`src/rtl/pe.sv`:
```
// Unsigned MAC processing element: systolic stationary-weight path plus a serial N_TAPS dot-product path.
// Define PE_SAT_EN to make products and sums clamp at 2^DATA_W-1 instead of wrapping.
module pe #(
  parameter int DATA_W = 8,
  parameter int N_TAPS = 9
) (
  input  logic              clk,
  input  logic              rst,
  input  logic [DATA_W-1:0] a_in,
  input  logic [DATA_W-1:0] b_in,
  input  logic [DATA_W-1:0] y_in,
  input  logic              en_reg_A,
  input  logic              en_reg_B,
  input  logic              en_reg_Add,
  input  logic              en_reg_Acc,
  output logic [DATA_W-1:0] y_out,
  output logic [DATA_W-1:0] a_out,
  output logic [DATA_W-1:0] s_mode_out
);

  localparam int CNT_W = (N_TAPS > 1) ? $clog2(N_TAPS) : 1;
  localparam logic [CNT_W-1:0] LAST_TAP = CNT_W'(N_TAPS - 1);

  function automatic logic [DATA_W-1:0] f_mul(input logic [DATA_W-1:0] x, input logic [DATA_W-1:0] y);
    logic [2*DATA_W-1:0] full;
    full = {{DATA_W{1'b0}}, x} * {{DATA_W{1'b0}}, y};
`ifdef PE_SAT_EN
    return (|full[2*DATA_W-1:DATA_W]) ? {DATA_W{1'b1}} : full[DATA_W-1:0];
`else
    return full[DATA_W-1:0];
`endif
  endfunction

  function automatic logic [DATA_W-1:0] f_add(input logic [DATA_W-1:0] x, input logic [DATA_W-1:0] y);
    logic [DATA_W:0] full;
    full = {1'b0, x} + {1'b0, y};
`ifdef PE_SAT_EN
    return full[DATA_W] ? {DATA_W{1'b1}} : full[DATA_W-1:0];
`else
    return full[DATA_W-1:0];
`endif
  endfunction

  logic [DATA_W-1:0] r_reg_A;
  logic [DATA_W-1:0] r_reg_B;
  logic [DATA_W-1:0] r_reg_Add;
  logic [DATA_W-1:0] r_acc;
  logic [DATA_W-1:0] r_res;
  logic [CNT_W-1:0]  r_cnt;

  logic [DATA_W-1:0] w_par_sum;
  logic [DATA_W-1:0] w_ser_sum;

  // Parallel product uses the weight held before the edge, even when reg_B loads in the same cycle.
  assign w_par_sum = f_add(y_in, f_mul(a_in, r_reg_B));
  assign w_ser_sum = f_add(r_acc, f_mul(a_in, b_in));

  always_ff @(posedge clk or posedge rst) begin
    if (rst) begin
      r_reg_A   <= '0;
      r_reg_B   <= '0;
      r_reg_Add <= '0;
    end else begin
      if (en_reg_A)   r_reg_A   <= a_in;
      if (en_reg_B)   r_reg_B   <= b_in;
      if (en_reg_Add) r_reg_Add <= w_par_sum;
    end
  end

  // The final tap writes the result and restarts the accumulator, so dot products run back to back.
  always_ff @(posedge clk or posedge rst) begin
    if (rst) begin
      r_acc <= '0;
      r_res <= '0;
      r_cnt <= '0;
    end else if (en_reg_Acc) begin
      if (r_cnt == LAST_TAP) begin
        r_res <= w_ser_sum;
        r_acc <= '0;
        r_cnt <= '0;
      end else begin
        r_acc <= w_ser_sum;
        r_cnt <= r_cnt + 1'b1;
      end
    end
  end

  assign a_out      = r_reg_A;
  assign y_out      = r_reg_Add;
  assign s_mode_out = r_res;

endmodule

```
`config.mk`:
```
export PLATFORM = sky130hd
export DESIGN_NAME = pe
export DESIGN_NICKNAME = d
export VERILOG_FILES = /design/src/rtl/pe.sv
export SDC_FILE = /design/constraint.sdc
export NUM_CORES = 1
export LEC_CHECK = 0
export ABC_AREA = 1
export CAP_MARGIN = 20
export CELL_PAD_IN_SITES_DETAIL_PLACEMENT = 1
export CELL_PAD_IN_SITES_GLOBAL_PLACEMENT = 1
export CORE_MARGIN = 2
export CORE_UTILIZATION = 35
export DETAILED_ROUTE_END_ITERATION = 10
export PLACE_DENSITY = 0.7
export SLEW_MARGIN = 20
export SYNTH_ARGS = -nofsm -noshare
export SYNTH_HDL_FRONTEND = slang
export SYNTH_SLANG_ARGS = --single-unit
```
`constraint.sdc`:
```
create_clock -name clk -period 4.9 [get_ports clk]
set_clock_uncertainty 0.15 [all_clocks]
set_input_delay 0.49 -clock clk [delete_from_list [all_inputs] [get_ports clk]]
set_output_delay 0.49 -clock clk [all_outputs]
set_load 0.02 [all_outputs]
```
==> results of run 1 <==
## area by class of cell
cell class                 count  share of cell area [%]
clock inverter                 1                   0.175
clock buffer                   7                    2.65
multi-input combinational    344                    49.5
inverter                     126                    9.48
tap                          143                    3.58
timing repair buffer          66                    12.6
sequential                    44                    22.0
## tightest hold or removal path, cell delays in order (launching register included)
cell and delay, ns:
dfrtp_1 0.34, nand2_1 0.05, nand2_1 0.05
## kinds of logic (layout without fill, tap and decap cells)
group	Yosys count	after routing	share of synthesized area, %
AOI/OAI and AO/OA	24	24	3.11
xor gates and xnor gates	10	10	2.30
adders and majority gates	72	72	28.3
buffers and inverters	142	200	13.6
DFF	44	44	26.6
muxes	16	16	4.35
and+or+nand+nor	222	222	21.8
## metrics by stage
stage	std cells	setup slack (ns)	power [mW]
floorplan	530	0.772	1.65
global placement	723	0.121	2.05
detailed placement	723	-0.0195	2.14
CTS	731	0.296	2.50
global route	731	0.0188	2.75
finish	731	0.323	2.46
## sequential cells by signal, indices dropped and copies added (netlist names)
| name | cells |
|---|---|
| y_out | 8 |
| r_acc | 8 |
| a_out | 8 |
| r_reg_B | 8 |
| r_cnt | 4 |
| s_mode_out | 8 |
## final timing paths
check | from | to | slack, ns | cells past startpoint
worst max-delay path | a_in[5] | r_acc[7] | 0.32 | 21
worst min-delay path | y_out[2] | y_out[2] | 0.32 | 2
worst max register to register | r_acc[6] | r_acc[7] | 0.74 | 20
worst min register to register | y_out[2] | y_out[2] | 0.32 | 2
max in group asynchronous | rst | r_reg_B[3] | 3.59 | 2
min in group asynchronous | rst | y_out[1] | 0.51 | 2
## per-layer routing
metal	track usage [%]	vias up	part of all wire, %
li1	-	1677	-
met1	23.8	1684	48
met2	30.7	44	49
met3	2.20	5	2.6
met4	3.50	0	0.87
met5	0	-	0
## where the power goes
group / switching [mW] / leakage, nW / total (mW) / internal (mW)
sequential: 0.0721 / 0.531 / 0.555 / 0.483
clock: 0.152 / 0.0681 / 0.343 / 0.191
combinational: 0.898 / 2.23 / 1.56 / 0.663
## synth_stat cells
cell type	count	share of area, %
a21boi_0	1	0.18
a21oi_1	5	0.60
buf_2	6	0.73
buf_4	4	0.73
buf_6	1	0.27
clkbuf_1	5	0.45
clkinv_1	2	0.18
dfrtp_1	44	27
fa_1	36	17
ha_1	36	11
inv_1	120	11
inv_2	4	0.36
mux2_2	16	4.4
nand2_1	178	16
nand2_2	5	0.76
nand3_1	28	3.4
nand3_2	1	0.24
nand4_1	1	0.15
nor2_1	6	0.54
nor2_4	1	0.27
nor3_1	1	0.12
o21a_1	1	0.18
o21ai_0	11	1.3
o21ai_1	3	0.36
o22ai_1	3	0.45
or2_1	1	0.15
xnor2_1	5	1.1
xor2_1	4	0.85
xor2_2	1	0.39
==> impl_metrics.ini, run 1 <==
[outcome]
status = complete, no violations

[setup_path]
crit_required_ns = 4.98
crit_family = adder cells
cp-start-kind = input port
slowest_stage = clkdlybuf4s50_1
max_stage_delay_ns = 0.55
crit_top_cell = nand2_1
critical_path_buf_inv_count = 5
cp_max_fo = 3
crit_type = in2reg
worstSetupEndpointType = flop
crit_chain = clkdlybuf4s50_1 > nand2_1 > fa_1 > inv_1 > fa_1 > inv_1 > fa_1 > fa_1 > inv_1 > ha_1 > nand2_1 > nand2_1 > nor2_1 > inv_1 > nand3_1 > nand2_1 > nand2_1 > nand2_1 > nand3_1 > nand3_1 > nand2_1
cp.arrival_ns = 4.66

[detailed_routing]
postRouteAntennaNets = 0
route.detailed.wl_per_inst_microns = 14.1
drtIter0Drc = 88
routed_wl_microns = 10300
via_per_inst = 4.66
vias = 3410
post-route-drc-count = 0
drt_first_pass_iters = 4

[floorplanning]
core_sq_um = 11500
rows = 39
die_y_microns = 113
die_area_sq_um = 12700
die_x_microns = 113
initial_core_util_pct = 36.1
io_pins = 54

[placement]
dp_hpwl_microns = 8530
io_buffers = 53
place.gp.congestion = 0.795
detailed_place.area_sq_um = 4860

[pwr]
ir_drop_mv = 0.204
powerDensity_nw_per_um2 = 492
power.leakage_nw = 2.83

[synthesis]
ys.warnings.count = 0
syn_area_sq_um = 4140
ys_seq_area_share_pct = 26.6
synthCells = 530
ys_types = 29
ys_seq_elements = 44
syn_nets = 632
syn_area_per_cell_sq_um = 7.81

[clocking]
postCtsSetupBuffers = 0
post_cts_resized = 0
cts_max_level = 2
clock_sinks = 44
clockRootBuffer = clkbuf_16
clk_pin_slew_ns = 0.06
cts_hold_buf = 0
cts_buffers = 5
cts_tree = yes
cts_max_path_buffers = 2
clk_latency_ns = 0.29

[sta]
fin_crit_sh_pct = 93.4
finalSetupViolCount = 0
drv_slew = 0
slew_headroom_pct = 44.1
setup_tns_ns = 0
final-hold-violation-count = 0
worstMarginPinSlew_ns = 0.838
holdWs_ns = 0.325
rsz0062_at_grt = false
min_period_ns = 4.58
timing.fmax_ghz = 0.218

[cells_and_area]
antenna_cells = 0
most-common-layout-cells = nand2_1, inv_1, clkdlybuf4s50_1
stdcell_area_sq_um = 5000
syn_to_final_growth_pct = 20.8
multi_input_area_sq_um = 2480
register_area_sq_um = 1100
fin_util_pct = 43.6
drive_gt1_share_pct = 8.16
final_common_cell = nand2_1
fillers = 1412
fin_nets = 689

[grt]
grt.overflow.total = 0
antenna_found_initial = 0
grtUsageTotal_pct = 17.6
grt_max_degree = 45
grt_pass1_wl_microns = 17900
grt_pass1_vias = 3714

[hold_path]
hold_class = reg2reg

[flow_run]
maxCapViolations = 0
(Power assumes the default switching activity.)
==> run 2: changes to the inputs <==
--- a/config.mk
+++ b/config.mk
@@ -13,6 +13,8 @@
 export CORE_UTILIZATION = 35
 export DETAILED_ROUTE_END_ITERATION = 10
 export PLACE_DENSITY = 0.7
+export SETUP_SLACK_MARGIN = 0.05
+export SKIP_LAST_GASP = 1
 export SLEW_MARGIN = 20
 export SYNTH_ARGS = -nofsm -noshare
 export SYNTH_HDL_FRONTEND = slang
==> run 2 against run 1 <==
Against the previous run:
- critical path depth is the same
- non-clock buffer count is the same
- fmax grew 1.6%
- critical path type unchanged
- critical endpoint unchanged
==> impl_metrics.ini, run 2 (synthesized netlist as in run 1, its figures left out) <==
[setup_path]
max_stage_delay_ns = 0.55
setup.reg_to_reg.worst_slack_ns = 0.75
crit_family = adder cells
cp_max_fo = 3
crit_path_start = a_in[5]
worstSetupEndpointType = flop
timing.rr.end = y_out[7]
crit_top_cell = nand2_1
cp.arrival_ns = 4.59
cp-start-kind = input port
crit_chain = clkdlybuf4s50_1 > nand2_1 > fa_1 > inv_1 > fa_1 > inv_1 > fa_1 > fa_1 > inv_1 > ha_1 > nand2_1 > nand2_1 > nor2_2 > inv_1 > nand3_1 > nand2_1 > nand2_1 > nand2_1 > nand3_1 > nand3_1 > nand2_1
critical_path_buf_inv_count = 5
r2r-start = r_reg_B[1]
slowest_stage = clkdlybuf4s50_1
crit_required_ns = 4.98
r2r_cells = 17
crit_type = in2reg

[cells_and_area]
fin_nets = 689
fillers = 1411
fin_cells = 731
final_common_cell = nand2_1
drive_gt1_share_pct = 8.33
syn_to_final_growth_pct = 20.9
fin_util_pct = 43.6
most-common-layout-cells = nand2_1, inv_1, clkdlybuf4s50_1
antenna_cells = 0
stdcell_area_sq_um = 5000

[placement]
dp_hpwl_microns = 8530
io_buffers = 53
place.gp.congestion = 0.795
detailed_place.area_sq_um = 4860
dp_cells = 723
pre_cts_slack_ns = -0.0195

[grt]
grt_pass1_vias = 3714
grt_max_degree = 45
antenna_found_initial = 0
grt_pass1_wl_microns = 17900
grt.overflow.total = 0
grtUsageTotal_pct = 17.6

[detailed_routing]
drtIter0Drc = 88
routed_wl_microns = 10300
post-route-drc-count = 0
vias = 3410
postRouteAntennaNets = 0
route.detailed.wl_per_inst_microns = 14.1
drt_first_pass_iters = 4
via_per_inst = 4.66

[pwr]
power.leakage_nw = 2.83
finalPower_mw = 2.46
ir_drop_mv = 0.204
powerDensity_nw_per_um2 = 492

[sta]
setup_tns_ns = 0
slew_headroom_pct = 44.0
final.setup.worst_slack_ns = 0.394
drv_slew = 0
fin_crit_sh_pct = 92.0
final-hold-violation-count = 0
min_period_ns = 4.51
holdWs_ns = 0.325
worstMarginPinSlew_ns = 0.838
finalSetupViolCount = 0
timing.fmax_ghz = 0.222
rsz0062_at_grt = false

[clocking]
cts_tree = yes
cts_max_level = 2
clockRootBuffer = clkbuf_16
cts_max_path_buffers = 2
cts_buffers = 5
clk_latency_ns = 0.29
clk_pin_slew_ns = 0.06
clock_sinks = 44
cts_hold_buf = 0

[floorplanning]
rows = 39
initial_core_util_pct = 36.1
die_area_sq_um = 12700
core_sq_um = 11500
die_x_microns = 113
io_pins = 54
die_y_microns = 113

[hold_path]
hold_class = reg2reg
hold_end = y_out[2]
whs_path_depth = 2
holdCritStartpoint = y_out[2]

[flow_run]
maxCapViolations = 0

[outcome]
status = complete, no violations
run 2: cell counts in the layout (fill, tap and decap cells not counted):
Identical to the previous run, type by type.
run 2: power by group:
| group | switching, mW | internal, mW |
|---|---|---|
| sequential | 0.0721 | 0.483 |
| combinational | 0.901 | 0.666 |
| clock | 0.151 | 0.191 |
| total | 1.12 | 1.34 |
run 2: worst max-delay path by stage:
| stage | end | slack (ns) | cells after the start |
|---|---|---|---|
| 3_3_place_gp | r_acc[7] | 0.12 | 20 |
| 4_1_cts | r_acc[7] | 0.30 | 21 |
| 3_5_place_dp | r_acc[7] | -0.02 | 21 |
| 2_1_floorplan | r_acc[7] | 0.77 | 20 |
| 6_report | r_acc[7] | 0.39 | 21 |
| 5_1_grt | r_acc[7] | 0.1 | 21 |
run 2: worst reg2reg max path, cell delays in order (launching register included):
cell	delay (ns)
dfrtp_1	0.55
nand2_1	0.13
fa_1	0.51
fa_1	0.52
inv_1	0.05
fa_1	0.48
fa_1	0.50
ha_1	0.36
a21oi_1	0.20
nand3_1	0.09
nand2_1	0.10
inv_1	0.05
nand2_1	0.06
nand2_1	0.06
inv_1	0.05
nand3_1	0.06
nand3_1	0.07
nand2_1	0.06
run 2: layout make-up:
class,instances,area [sq um],area share (%)
flip-flops and latches,44,1100,22.0
multi-input cells,344,2480,49.5
clock buffers,7,133,2.65
inverters,126,474,9.48
well taps,143,179,3.58
repair buffers,66,631,12.6
clock inverters,1,8.76,0.175
run 2: per-layer routing:
metal  track usage [%]  wire length (microns)
met3              2.20                    268
met5                 0                      0
met2              30.7                   5060
met4              3.50                     90
met1              23.8                   4910
run 2: repair_timing:
item	CTS	global route
buffers inserted	0	0
setup endpoints to repair	0	2
resized for setup	0	2
